==> src/rtl/count_pulse_gen.sv <==
// Debounced up/down buttons to active-low count clocks for a decade counter,
// with optional auto-repeat and a lockout when both buttons are held.
module count_pulse_gen #(
  parameter int unsigned DB_CYCLES    = 50000,
  parameter int unsigned PULSE_W      = 4,
  parameter int unsigned REPEAT_EN    = 1,
  parameter int unsigned REPEAT_DELAY = 25000000,
  parameter int unsigned REPEAT_RATE  = 5000000
) (
  input  logic clk,
  input  logic clr,
  input  logic up_btn,
  input  logic dn_btn,
  output logic clkup,
  output logic clkdown,
  output logic busy,
  output logic lockout
);

  localparam int unsigned DB_W    = $clog2(DB_CYCLES + 1);
  localparam int unsigned T_MAX_A = (PULSE_W > REPEAT_DELAY) ? PULSE_W : REPEAT_DELAY;
  localparam int unsigned TMR_MAX = (T_MAX_A > REPEAT_RATE) ? T_MAX_A : REPEAT_RATE;
  localparam int unsigned TMR_W   = $clog2(TMR_MAX + 1);

  typedef enum logic [2:0] {
    S_IDLE,
    S_PULSE,
    S_DELAY,
    S_RATE,
    S_LOCK
  } state_t;

  // Index 0 is the up button, index 1 the down button.
  logic [1:0]      sync1, sync2;
  logic [1:0]      pressed;
  logic [1:0]      db, db_q;
  logic [1:0]      press_edge;
  logic [DB_W-1:0] db_cnt [2];

  state_t            state, state_nxt;
  logic [TMR_W-1:0]  tmr, tmr_nxt, tmr_inc;
  logic              dir, dir_nxt;
  logic              first_pulse, first_pulse_nxt;
  logic              sel_pressed;
  logic              both;

  // Raw buttons are released-high; sync flops reset to the released level.
  always_ff @(posedge clk or negedge clr) begin
    if (!clr) begin
      sync1 <= 2'b11;
      sync2 <= 2'b11;
    end else begin
      sync1 <= {dn_btn, up_btn};
      sync2 <= sync1;
    end
  end

  assign pressed = ~sync2;

  // Per-button debounce: flip only after DB_CYCLES consecutive disagreeing cycles.
  always_ff @(posedge clk or negedge clr) begin
    if (!clr) begin
      db   <= 2'b00;
      db_q <= 2'b00;
      for (int i = 0; i < 2; i++) db_cnt[i] <= '0;
    end else begin
      db_q <= db;
      for (int i = 0; i < 2; i++) begin
        if (pressed[i] == db[i]) begin
          db_cnt[i] <= '0;
        end else if (db_cnt[i] == DB_W'(DB_CYCLES - 1)) begin
          db[i]     <= ~db[i];
          db_cnt[i] <= '0;
        end else begin
          db_cnt[i] <= db_cnt[i] + DB_W'(1);
        end
      end
    end
  end

  assign press_edge  = db & ~db_q;
  assign both        = db[0] & db[1];
  assign sel_pressed = dir ? db[1] : db[0];
  assign tmr_inc     = (tmr == TMR_W'(TMR_MAX)) ? tmr : tmr + TMR_W'(1);

  always_ff @(posedge clk or negedge clr) begin
    if (!clr) begin
      state       <= S_IDLE;
      tmr         <= '0;
      dir         <= 1'b0;
      first_pulse <= 1'b0;
    end else begin
      state       <= state_nxt;
      tmr         <= tmr_nxt;
      dir         <= dir_nxt;
      first_pulse <= first_pulse_nxt;
    end
  end

  // The timer keeps running from PULSE into RATE so RATE is measured falling-to-falling.
  always_comb begin
    state_nxt       = state;
    tmr_nxt         = tmr_inc;
    dir_nxt         = dir;
    first_pulse_nxt = first_pulse;
    case (state)
      S_IDLE: begin
        tmr_nxt = '0;
        if (both) begin
          state_nxt = S_LOCK;
        end else if (press_edge == 2'b01) begin
          state_nxt       = S_PULSE;
          dir_nxt         = 1'b0;
          first_pulse_nxt = 1'b1;
        end else if (press_edge == 2'b10) begin
          state_nxt       = S_PULSE;
          dir_nxt         = 1'b1;
          first_pulse_nxt = 1'b1;
        end
      end
      S_PULSE: begin
        if (tmr == TMR_W'(PULSE_W - 1)) begin
          if (both) begin
            state_nxt = S_LOCK;
            tmr_nxt   = '0;
          end else if ((REPEAT_EN != 0) && sel_pressed) begin
            if (first_pulse) begin
              state_nxt = S_DELAY;
              tmr_nxt   = '0;
            end else begin
              state_nxt = S_RATE;
            end
          end else begin
            state_nxt = S_IDLE;
            tmr_nxt   = '0;
          end
        end
      end
      S_DELAY: begin
        if (both) begin
          state_nxt = S_LOCK;
          tmr_nxt   = '0;
        end else if (!sel_pressed) begin
          state_nxt = S_IDLE;
          tmr_nxt   = '0;
        end else if (tmr == TMR_W'(REPEAT_DELAY - 1)) begin
          state_nxt       = S_PULSE;
          tmr_nxt         = '0;
          first_pulse_nxt = 1'b0;
        end
      end
      S_RATE: begin
        if (both) begin
          state_nxt = S_LOCK;
          tmr_nxt   = '0;
        end else if (!sel_pressed) begin
          state_nxt = S_IDLE;
          tmr_nxt   = '0;
        end else if (tmr == TMR_W'(REPEAT_RATE - 1)) begin
          state_nxt       = S_PULSE;
          tmr_nxt         = '0;
          first_pulse_nxt = 1'b0;
        end
      end
      S_LOCK: begin
        tmr_nxt = '0;
        if (db == 2'b00) state_nxt = S_IDLE;
      end
      default: begin
        state_nxt = S_IDLE;
        tmr_nxt   = '0;
      end
    endcase
  end

  // Outputs are flops decoded from the next state, so they are glitch-free.
  always_ff @(posedge clk or negedge clr) begin
    if (!clr) begin
      clkup   <= 1'b1;
      clkdown <= 1'b1;
      busy    <= 1'b0;
      lockout <= 1'b0;
    end else begin
      clkup   <= !((state_nxt == S_PULSE) && !dir_nxt);
      clkdown <= !((state_nxt == S_PULSE) && dir_nxt);
      busy    <= (state_nxt != S_IDLE);
      lockout <= (state_nxt == S_LOCK) || both;
    end
  end

endmodule

==> config.mk <==
export PLATFORM = sky130hd
export DESIGN_NAME = count_pulse_gen
export DESIGN_NICKNAME = d
export VERILOG_FILES = /design/src/rtl/count_pulse_gen.sv
export SDC_FILE = /design/constraint.sdc
export NUM_CORES = 1
export LEC_CHECK = 0
export BUFFER_PORTS_ARGS = -buffer_cell sky130_fd_sc_hd__buf_4
export CAP_MARGIN = 15
export CORE_ASPECT_RATIO = 0.9
export CORE_MARGIN = 2
export CORE_UTILIZATION = 67
export CTS_CLUSTER_SIZE = 10
export DETAILED_ROUTE_END_ITERATION = 16
export PLACE_DENSITY = 0.84
export REMOVE_ABC_BUFFERS = 1
export SLEW_MARGIN = 20
export SYNTH_ARGS = -nofsm -noshare
export SYNTH_HDL_FRONTEND = slang
export SYNTH_SLANG_ARGS = --single-unit
==> constraint.sdc <==
create_clock -name clk -period 3.6 [get_ports clk]
set_input_delay 0.36 -clock clk [delete_from_list [all_inputs] [get_ports clk]]
set_output_delay 0.36 -clock clk [all_outputs]
set_load 0.01 [all_outputs]
**Word level (Yosys, flattened, before mapping)**

Index checks and enable logic that the tools add are counted.

- Bits in latches: 0
- Memory bits (writable): 0
- Bits in registers: 74
- Memory bits (read-only): 0
- Output and inout port bits: 4
- Memories: 0

- Add/sub/neg operators: 3
- Shifts and indexed selects: 0
- Div/mod/pow operators: 0
- Mux-type cells: 46
- Reduce and logical (&&, ||, !) cells: 13
- Eq/ne operators: 24
- Multiply operators: 0
- Bitwise gates (word level): 8
- Magnitude comparators: 0

Operators by type and width:

| kind | number |
|---|---|
| $mux 25 | 11 |
| $pmux 25 s3 | 1 |
| $mux 16 | 4 |
| $eq 25x25->1 const B | 2 |
| $mux 3 | 13 |
| $add 16x1->16 const B | 2 |
| $eq 16x16->1 const B | 2 |
| $add 25x1->25 const B | 1 |
| $eq 25x2->1 const B | 1 |
| $eq 25x23->1 const B | 1 |
| $mux 1 | 15 |
| $pmux 3 s5 | 1 |
| $ne 2x2->1 const B | 7 |
| $reduce_and 9->1 | 1 |
| $eq 3x1->1 const B | 2 |
| $eq 3x2->1 const B | 2 |
| $eq 3x3->1 const B | 2 |
| $reduce_bool 3->1 | 2 |
| $not 1->1 | 4 |
| $not 2->2 | 2 |
| $reduce_and 2->1 | 2 |
| $logic_not 1->1 | 3 |
| $logic_not 3->1 | 1 |
| $ne 3x3->1 const B | 1 |
| 9 further kinds | 11 |

**Depth between registers and ports, before layout**

Gate-level depths: netlist (run 1).

- Word-level depth: 10
- Gate-level depth with buffers: 9
- Depth with buffers taken out: 8

**Worst setup path after synthesis (run 1)**

Ideal clock, no wire load.

- Path kind: register to register
- Start point: register tmr[0]
- End point: register tmr[10]
- Slack: 1.572 ns
- Clock period less this slack: 2.028 ns
- Stages on the path, launching flop included: 10
- Buffers on the path: 2
- Data arrival time: 1.909 ns
- Path through: dfrtp_1 ha_1 or4b_1 nor4_1 nand4_1 a21oi_1 and2_1 buf_6 buf_6 nor2_1

- Cells in the longest elaborated chain, start to end: 7
- Elaborated cells on any way between the ends: 17

RTL lines:

| item | RTL line | source |
|---|---|---|
| from (decl) | 41 | `logic [TMR_W-1:0] tmr, tmr_nxt, tmr_inc;` |
| from (signal assigned) | 94 | `tmr <= tmr_nxt;` |
| $add 25x1->25 or $eq 25x25->1 (tied branches) | 84 | `assign tmr_inc = (tmr == TMR_W'(TMR_MAX)) ? tmr : tmr + TMR_W'(1);` |
| $mux 25 | 84 |  |
| $mux 25 | 127 | `if (first_pulse) begin` |
| $mux 25 | 126 | `end else if ((REPEAT_EN != 0) && sel_pressed) begin` |
| $mux 25 | 123 | `if (both) begin` |
| $mux 25 | 122 | `if (tmr == TMR_W'(PULSE_W - 1)) begin` |
| $pmux 25 s3 (*) | 106 | `case (state)` |
| via tmr_nxt[10] | 41 |  |

Mark *: on every way through the listed nets, which the timed path passes. The rest lies on a longest branch.
A chain may end at the register's enable or synchronous reset.

**Worst setup path after layout (run 1)**

- Start point: register tmr[0]
- End point: register tmr[3]

The elaborated chain is that of the path after synthesis.

==> impl_metrics.xml, run 1 <==
<?xml version="1.0" encoding="UTF-8"?>
<metrics>
  <group name="status">
    <metric name="status" unit="">finished clean</metric>
  </group>
  <group name="layout">
    <metric name="fillerInstances" unit="">359</metric>
    <metric name="insertedDiodeCount" unit="">0</metric>
    <metric name="multi_input_area" unit="um2">1610</metric>
    <metric name="num-nets-final" unit="">391</metric>
    <metric name="final-seq-area" unit="um2">1860</metric>
    <metric name="syn_to_final_growth" unit="%">7.38</metric>
    <metric name="post_route_cells_drive_above_1_share" unit="">0.0855</metric>
  </group>
  <group name="place">
    <metric name="portBuffers" unit="">7</metric>
    <metric name="global_placer_s_final_weighted_congestion" unit="">0.828</metric>
    <metric name="post-dp-hpwl" unit="um">4470</metric>
    <metric name="dp_worst_setup_slack" unit="ps">925</metric>
  </group>
  <group name="sta">
    <metric name="final_setup_vio_count" unit="">0</metric>
    <metric name="relSlewSlack" unit="">0.390</metric>
    <metric name="period_minus_ws_final" unit="ps">2860</metric>
    <metric name="final_slew_violations" unit="">0</metric>
    <metric name="timing.final.crit_share" unit="">0.794</metric>
    <metric name="final.hold.worst_slack" unit="ps">106</metric>
    <metric name="grt_setup_unrepaired" unit="">no</metric>
    <metric name="max_freq" unit="MHz">350</metric>
    <metric name="clock_skew_after_layout" unit="ps">10.4</metric>
    <metric name="hold_viol_final" unit="">0</metric>
    <metric name="worst-slew-pin-transition" unit="ps">916</metric>
    <metric name="fin_ws" unit="ps">743</metric>
    <metric name="tns" unit="ps">0</metric>
  </group>
  <group name="drt">
    <metric name="post_drt_wl_per_cell" unit="um">14.7</metric>
    <metric name="dr.first_iter.drc_count" unit="">184</metric>
    <metric name="routed_wl" unit="um">6650</metric>
    <metric name="vias_per_cell" unit="">5.66</metric>
    <metric name="antenna_left" unit="">0</metric>
    <metric name="vias" unit="">2566</metric>
    <metric name="drt_pre_antenna_iters" unit="">4</metric>
    <metric name="route.detailed.drc" unit="">0</metric>
  </group>
  <group name="cts">
    <metric name="cts_hold_repair.buffers" unit="">0</metric>
    <metric name="htree_levels" unit="">3</metric>
    <metric name="cts_buffers" unit="">9</metric>
    <metric name="cts_max_path_buffers" unit="">2</metric>
    <metric name="worst_setup_hold_path_clk_slew" unit="ps">80</metric>
    <metric name="cts_tree" unit="">done</metric>
    <metric name="post_cts_setup_buffers" unit="">0</metric>
    <metric name="clk-insertion-delay-late" unit="ps">360</metric>
    <metric name="post_cts.resized_instances" unit="">0</metric>
    <metric name="cts-root-buf" unit="">sky130_fd_sc_hd__clkbuf_8</metric>
    <metric name="cts.sink_count" unit="">74</metric>
  </group>
  <group name="floorplan">
    <metric name="ios" unit="">8</metric>
    <metric name="design.die.area" unit="um2">5970</metric>
    <metric name="fp.dieH" unit="um">73.5</metric>
    <metric name="design.core.area" unit="um2">5220</metric>
    <metric name="die_w" unit="um">81.2</metric>
    <metric name="start_util" unit="">0.688</metric>
    <metric name="placementRows" unit="">25</metric>
  </group>
  <group name="worst_setup_path">
    <metric name="cp_slowest_stage_delay" unit="ps">780</metric>
    <metric name="cp-end-kind" unit="">flop</metric>
    <metric name="critPathLaunchType" unit="">flop</metric>
    <metric name="timing_worst_setup_path_type" unit="">reg -&gt; reg</metric>
    <metric name="cp_data_required_time" unit="ps">3800</metric>
    <metric name="crit_path_cells" unit="">ha_1, or4b_1, nor4_1, nand4_1, a21oi_1, and2_1, nor2_1</metric>
    <metric name="crit_fanout" unit="">25</metric>
    <metric name="worst_ep_arrival_time" unit="ps">3050</metric>
    <metric name="worst_path_max_delay_cell" unit="">sky130_fd_sc_hd__and2_1</metric>
  </group>
  <group name="grt">
    <metric name="number_of_global_route_vias_before_repair" unit="">2439</metric>
    <metric name="met2_use_gr" unit="">0.403</metric>
    <metric name="grt_most_used_layer" unit="">met2</metric>
    <metric name="gr-usage-met3" unit="">0.0811</metric>
    <metric name="globalRoute.totalOverflow" unit="">0</metric>
    <metric name="track_usage" unit="">0.256</metric>
    <metric name="use_met1" unit="">0.342</metric>
    <metric name="grt_max_degree" unit="">75</metric>
    <metric name="grt_first_pass_wirelength" unit="um">11400</metric>
    <metric name="antenna_found_initial" unit="">0</metric>
  </group>
  <group name="pwr">
    <metric name="power.internal" unit="mW">1.17</metric>
    <metric name="power-per-cell-area" unit="nW/um2">393</metric>
    <metric name="swShare" unit="">0.228</metric>
    <metric name="power.sequential.fraction" unit="">0.559</metric>
    <metric name="power_frac_comb" unit="">0.021</metric>
    <metric name="clkPwrFrac" unit="">0.420</metric>
    <metric name="finalPower" unit="mW">1.52</metric>
    <metric name="p_leak" unit="nW">1.72</metric>
    <metric name="total_switching_power" unit="mW">0.346</metric>
    <metric name="ir_worst_vdd" unit="uV">303</metric>
  </group>
  <group name="synthesis">
    <metric name="postSynthAreaPerCell" unit="um2">9.61</metric>
    <metric name="ys_warn_count" unit="">0</metric>
    <metric name="synth-main-ff-cell" unit="">sky130_fd_sc_hd__dfrtp_1</metric>
    <metric name="synth_async_sr_flop_share" unit="">1.00</metric>
    <metric name="yosysSeqAreaShare" unit="">0.517</metric>
    <metric name="synth.distinct_cells" unit="">39</metric>
    <metric name="syn_area" unit="um2">3590</metric>
    <metric name="synth_edf_count" unit="">0</metric>
    <metric name="synth_cells" unit="">374</metric>
    <metric name="yosys_register_bits" unit="">74</metric>
  </group>
  <group name="job">
    <metric name="max_cap_violations" unit="">0</metric>
  </group>
  <group name="worst_hold_path">
    <metric name="hold_class" unit="">in -&gt; async</metric>
  </group>
</metrics>
cells by family after synthesis:
| family | synth area share |
|---|---|
| DFF | 0.517 |
| muxes | 0.00313 |
| xor gates and xnor gates | 0.129 |
| buffers and inverters | 0.0334 |
| adders and majority gates | 0.0209 |
| and+or+nand+nor | 0.263 |
| AOI/OAI and AO/OA | 0.0327 |
Yosys cell counts, drive strengths merged (2+ instances only):
library cell	n	area, um2
nor3	8	40.0
or4	2	15.0
and4	2	17.5
a21oi	5	25.0
nand3	20	100
nand2b	4	25.0
nand4	13	81.3
and3	19	119
clkbuf	8	30.0
nor2b	2	12.5
nand2	34	128
nor4	4	31.3
o21ai	7	35.0
dfrtp	68	1700
xnor2	23	201
nor2	75	284
buf	3	33.8
xor2	30	263
inv	15	56.3
ha	6	75.1
dfstp	6	158
nor4b	2	17.5
nor3b	2	15.0
and2	3	18.8
metrics by stage:
step,area [um2],std cells,util
CTS,3860,453,0.739
global placement,3670,437,0.702
floorplan,3530,363,-
finish,3860,453,0.739
detailed placement,3670,437,0.702
global route,3860,453,0.739
power groups by stage:
stage          Clock (mW)  Combinational [mW]  Sequential [mW]
2_1_floorplan           0              0.0117            0.861
3_3_place_gp            0              0.0326            0.862
3_5_place_dp            0              0.0339            0.863
4_1_cts             0.654              0.0340            0.847
5_1_grt             0.686              0.0392            0.848
6_report            0.636              0.0323            0.847
worst max-delay path: cells and delay by family (launching register included):
| family | cells | cell delay [ps] |
|---|---|---|
| compound gates | 1 | 300 |
| fa+ha+maj | 1 | 230 |
| simple gates | 5 | 1740 |
| flops | 1 | 420 |
final cells by class:
type,count,share of cell area
clock buffer,10,0.0331
clock inverter,6,0.0169
inverter,15,0.0146
multi-input combinational,274,0.418
sequential,74,0.482
tap,67,0.0217
timing repair buffer,7,0.0136
per-layer routing:
| layer | vias to the layer above | part of all wire | routed length (um) |
|---|---|---|---|
| met5 | - | 0 | 0 |
| met1 | 1249 | 0.46 | 3030 |
| met2 | 54 | 0.48 | 3220 |
| li1 | 1254 | - | - |
| met4 | 0 | 0.012 | 81 |
| met3 | 9 | 0.048 | 319 |
cell usage in the layout (no fill, tap or decap), types with 3 or more instances in the layout:
| cell | count |
|---|---|
| sky130_fd_sc_hd__nand3_1 | 20 |
| sky130_fd_sc_hd__nand2_1 | 34 |
| sky130_fd_sc_hd__o21ai_0 | 7 |
| sky130_fd_sc_hd__dfrtp_1 | 68 |
| sky130_fd_sc_hd__and3_1 | 19 |
| sky130_fd_sc_hd__xor2_1 | 30 |
| sky130_fd_sc_hd__buf_4 | 7 |
| sky130_fd_sc_hd__and2_1 | 3 |
| sky130_fd_sc_hd__nor4_1 | 3 |
| sky130_fd_sc_hd__nor3_1 | 8 |
| sky130_fd_sc_hd__dfstp_2 | 6 |
| sky130_fd_sc_hd__clkbuf_8 | 9 |
| sky130_fd_sc_hd__xnor2_1 | 23 |
| sky130_fd_sc_hd__nand4_1 | 13 |
| sky130_fd_sc_hd__ha_1 | 6 |
| sky130_fd_sc_hd__nand2b_1 | 4 |
| sky130_fd_sc_hd__nor2_1 | 74 |
| sky130_fd_sc_hd__inv_1 | 15 |
| sky130_fd_sc_hd__a21oi_1 | 5 |
registers in the layout (all words and copies together), names as in the netlist:
register,count
db_q,2
dir,1
sync1,2
tmr,25
db,2
sync2,2
clkdown,1
clkup,1
first_pulse,1
db_cnt,32
busy,1
lockout,1
state,3
path summary, 6_finish.rpt:
path	slack, ps	endpoint	depth (start not counted)	startpoint
max	740	tmr[3]	7	tmr[0]
max in group asynchronous	2900	busy	1	clr
min reg2reg	360	sync2[1]	0	sync1[1]
min in group clk	110	sync1[0]	1	up_btn
min	110	tmr[11]	1	clr
max reg2reg	740	tmr[3]	7	tmr[0]
(Power assumes the default switching activity.)
==> inputs of run 2 (changes only) <==
--- a/config.mk
+++ b/config.mk
@@ -9,10 +9,10 @@
 export CAP_MARGIN = 15
 export CORE_ASPECT_RATIO = 0.9
 export CORE_MARGIN = 2
-export CORE_UTILIZATION = 67
+export CORE_UTILIZATION = 62
 export CTS_CLUSTER_SIZE = 10
 export DETAILED_ROUTE_END_ITERATION = 16
-export PLACE_DENSITY = 0.84
+export PLACE_DENSITY = 0.79
 export REMOVE_ABC_BUFFERS = 1
 export SLEW_MARGIN = 20
 export SYNTH_ARGS = -nofsm -noshare
==> constraint.sdc (replaced) <==
create_clock -name clk -period 2.8 [get_ports clk]
set_input_delay 0.28 -clock clk [delete_from_list [all_inputs] [get_ports clk]]
set_output_delay 0.28 -clock clk [all_outputs]
set_load 0.01 [all_outputs]
==> impl_metrics.xml, run 2 (synthesized netlist as in run 1, its figures left out) <==
<?xml version="1.0" encoding="UTF-8"?>
<metrics>
  <group name="status">
    <metric name="status" unit="">finished clean</metric>
  </group>
  <group name="cts">
    <metric name="cts-root-buf" unit="">sky130_fd_sc_hd__clkbuf_8</metric>
    <metric name="post_cts_setup_buffers" unit="">0</metric>
    <metric name="cts_buffers" unit="">9</metric>
    <metric name="cts_tree" unit="">done</metric>
    <metric name="post_cts.resized_instances" unit="">0</metric>
    <metric name="htree_levels" unit="">3</metric>
    <metric name="worst_setup_hold_path_clk_slew" unit="ps">80</metric>
    <metric name="clk-insertion-delay-late" unit="ps">340</metric>
    <metric name="cts.sink_count" unit="">74</metric>
    <metric name="cts_hold_repair.buffers" unit="">0</metric>
    <metric name="cts_max_path_buffers" unit="">2</metric>
  </group>
  <group name="floorplan">
    <metric name="placementRows" unit="">26</metric>
    <metric name="die_w" unit="um">84.3</metric>
    <metric name="ios" unit="">8</metric>
    <metric name="start_util" unit="">0.639</metric>
    <metric name="fp.dieH" unit="um">76.2</metric>
    <metric name="design.core.area" unit="um2">5630</metric>
    <metric name="design.die.area" unit="um2">6420</metric>
  </group>
  <group name="grt">
    <metric name="globalRoute.totalOverflow" unit="">0</metric>
    <metric name="antenna_found_initial" unit="">0</metric>
    <metric name="grt_max_degree" unit="">75</metric>
    <metric name="number_of_global_route_vias_before_repair" unit="">2529</metric>
    <metric name="grt_first_pass_wirelength" unit="um">11700</metric>
    <metric name="track_usage" unit="">0.226</metric>
  </group>
  <group name="layout">
    <metric name="syn_to_final_growth" unit="%">9.51</metric>
    <metric name="post_route_cells_drive_above_1_share" unit="">0.0928</metric>
    <metric name="num-nets-final" unit="">393</metric>
    <metric name="stdcell_count" unit="">458</metric>
    <metric name="insertedDiodeCount" unit="">0</metric>
    <metric name="layout.cells.most_common_list" unit="">74 x sky130_fd_sc_hd__nor2_1, 68 x sky130_fd_sc_hd__dfrtp_1, 34 x sky130_fd_sc_hd__nand2_1, 30 x sky130_fd_sc_hd__xor2_1, 23 x sky130_fd_sc_hd__xnor2_1</metric>
    <metric name="flip_flop_count_of_the_largest_register_after_layout" unit="">32</metric>
    <metric name="finish.utilization" unit="">0.699</metric>
    <metric name="final_common_cell" unit="">sky130_fd_sc_hd__nor2_1</metric>
    <metric name="design_area" unit="um2">3940</metric>
    <metric name="largest_registers" unit="">db_cnt: 32 flops, tmr: 25 flops, state: 3 flops</metric>
    <metric name="top_register" unit="">db_cnt</metric>
  </group>
  <group name="worst_setup_path">
    <metric name="timing_worst_setup_path_type" unit="">reg -&gt; reg</metric>
    <metric name="critPathLaunchType" unit="">flop</metric>
    <metric name="cp-end-kind" unit="">flop</metric>
    <metric name="worstReg2RegStart" unit="">tmr[0]</metric>
    <metric name="cp_data_required_time" unit="ps">3020</metric>
    <metric name="rr_endpoint" unit="">tmr[6]</metric>
    <metric name="crit_fanout" unit="">9</metric>
    <metric name="reg2regPathDepth" unit="">8</metric>
    <metric name="r2r_slack" unit="ps">310</metric>
    <metric name="worst_ep_arrival_time" unit="ps">2710</metric>
  </group>
  <group name="drt">
    <metric name="route.detailed.drc" unit="">0</metric>
    <metric name="vias_per_cell" unit="">5.67</metric>
    <metric name="dr.first_iter.drc_count" unit="">164</metric>
    <metric name="antenna_left" unit="">0</metric>
    <metric name="post_drt_wl_per_cell" unit="um">14.4</metric>
    <metric name="vias" unit="">2599</metric>
    <metric name="drt_pre_antenna_iters" unit="">4</metric>
    <metric name="routed_wl" unit="um">6580</metric>
  </group>
  <group name="worst_hold_path">
    <metric name="holdPathStages" unit="">1</metric>
    <metric name="hp-start" unit="">dn_btn</metric>
    <metric name="hold_end" unit="">sync1[1]</metric>
    <metric name="hold_class" unit="">in -&gt; reg</metric>
  </group>
  <group name="sta">
    <metric name="worst-slew-pin-transition" unit="ps">889</metric>
    <metric name="timing.final.crit_share" unit="">0.889</metric>
    <metric name="final_slew_violations" unit="">0</metric>
    <metric name="tns" unit="ps">0</metric>
    <metric name="grt_setup_unrepaired" unit="">no</metric>
    <metric name="hold_viol_final" unit="">0</metric>
    <metric name="period_minus_ws_final" unit="ps">2490</metric>
    <metric name="clock_skew_after_layout" unit="ps">8.45</metric>
    <metric name="max_freq" unit="MHz">402</metric>
    <metric name="final_setup_vio_count" unit="">0</metric>
    <metric name="relSlewSlack" unit="">0.407</metric>
  </group>
  <group name="pwr">
    <metric name="p_leak" unit="nW">1.75</metric>
    <metric name="power-per-cell-area" unit="nW/um2">542</metric>
    <metric name="ir_worst_vdd" unit="uV">467</metric>
  </group>
  <group name="place">
    <metric name="global_placer_s_final_weighted_congestion" unit="">0.832</metric>
    <metric name="post-dp-hpwl" unit="um">4190</metric>
    <metric name="dpl-instance-area" unit="um2">3680</metric>
    <metric name="placedCellCount" unit="">442</metric>
    <metric name="portBuffers" unit="">7</metric>
  </group>
  <group name="job">
    <metric name="max_cap_violations" unit="">0</metric>
  </group>
</metrics>
==> run 2: cell types whose count changed in the layout (fill, tap and decap cells not counted), sizes merged <==
cell	delta
buf	+2
clkinv	-1
clkinvlp	-1
bufinv	+2
==> run 2: cell type report <==
class,count,area (um2)
Tap cell,70,87.6
Timing Repair Buffer,9,67.6
Clock buffer,10,138
Sequential cell,74,1860
Clock inverter,6,113
Multi-Input combinational cell,274,1610
Inverter,15,56.3
Fill cell,421,1690
==> run 2: how the worst max path moves through the flow <==
stage / slack (ps) / from / to / cells after the start
6_report: 310 / tmr[0] / tmr[6] / 8
5_1_grt: 80 / tmr[0] / tmr[6] / 8
4_1_cts: 330 / tmr[0] / tmr[6] / 8
3_5_place_dp: 340 / tmr[0] / tmr[12] / 8
3_3_place_gp: 480 / tmr[0] / tmr[3] / 8
2_1_floorplan: 550 / tmr[0] / tmr[0] / 7
==> run 2: per-stage QoR <==
step | hold slack [ps] | total power [mW] | setup slack, ps
2_1_floorplan | -15.6 | 1.12 | 550
3_3_place_gp | 346 | 1.15 | 484
3_5_place_dp | 350 | 1.15 | 343
4_1_cts | 30.1 | 2.16 | 329
5_1_grt | 18.1 | 2.22 | 82.6
6_report | 43.0 | 2.13 | 310
==> run 2: critical path: stages, from the launching register on <==
cell and delay, ps:
sky130_fd_sc_hd__dfrtp_1 420, sky130_fd_sc_hd__ha_1 250, sky130_fd_sc_hd__or4b_1 440, sky130_fd_sc_hd__nor4_1 190, sky130_fd_sc_hd__nand4_1 200, sky130_fd_sc_hd__a21oi_1 230
sky130_fd_sc_hd__and2_1 360, sky130_fd_sc_hd__buf_4 230, sky130_fd_sc_hd__nor2_1 60
==> run 2: per-layer routing <==
| layer | up-vias | part of all wire | wire (um) | global-route usage |
|---|---|---|---|---|
| met2 | 63 | 0.46 | 3040 | 0.337 |
| met4 | 0 | 0.013 | 85 | 0.0581 |
| met5 | - | 0 | 0 | 0 |
| li1 | 1260 | - | - | - |
| met3 | 12 | 0.040 | 263 | 0.0683 |
| met1 | 1264 | 0.48 | 3190 | 0.328 |
==> run 2: report_power, final <==
part | internal [mW] | leakage (nW) | switching, mW
combinational | 0.0101 | 0.619 | 0.0308
clock | 0.619 | 0.127 | 0.385
sequential | 1.08 | 1.01 | 0.00794
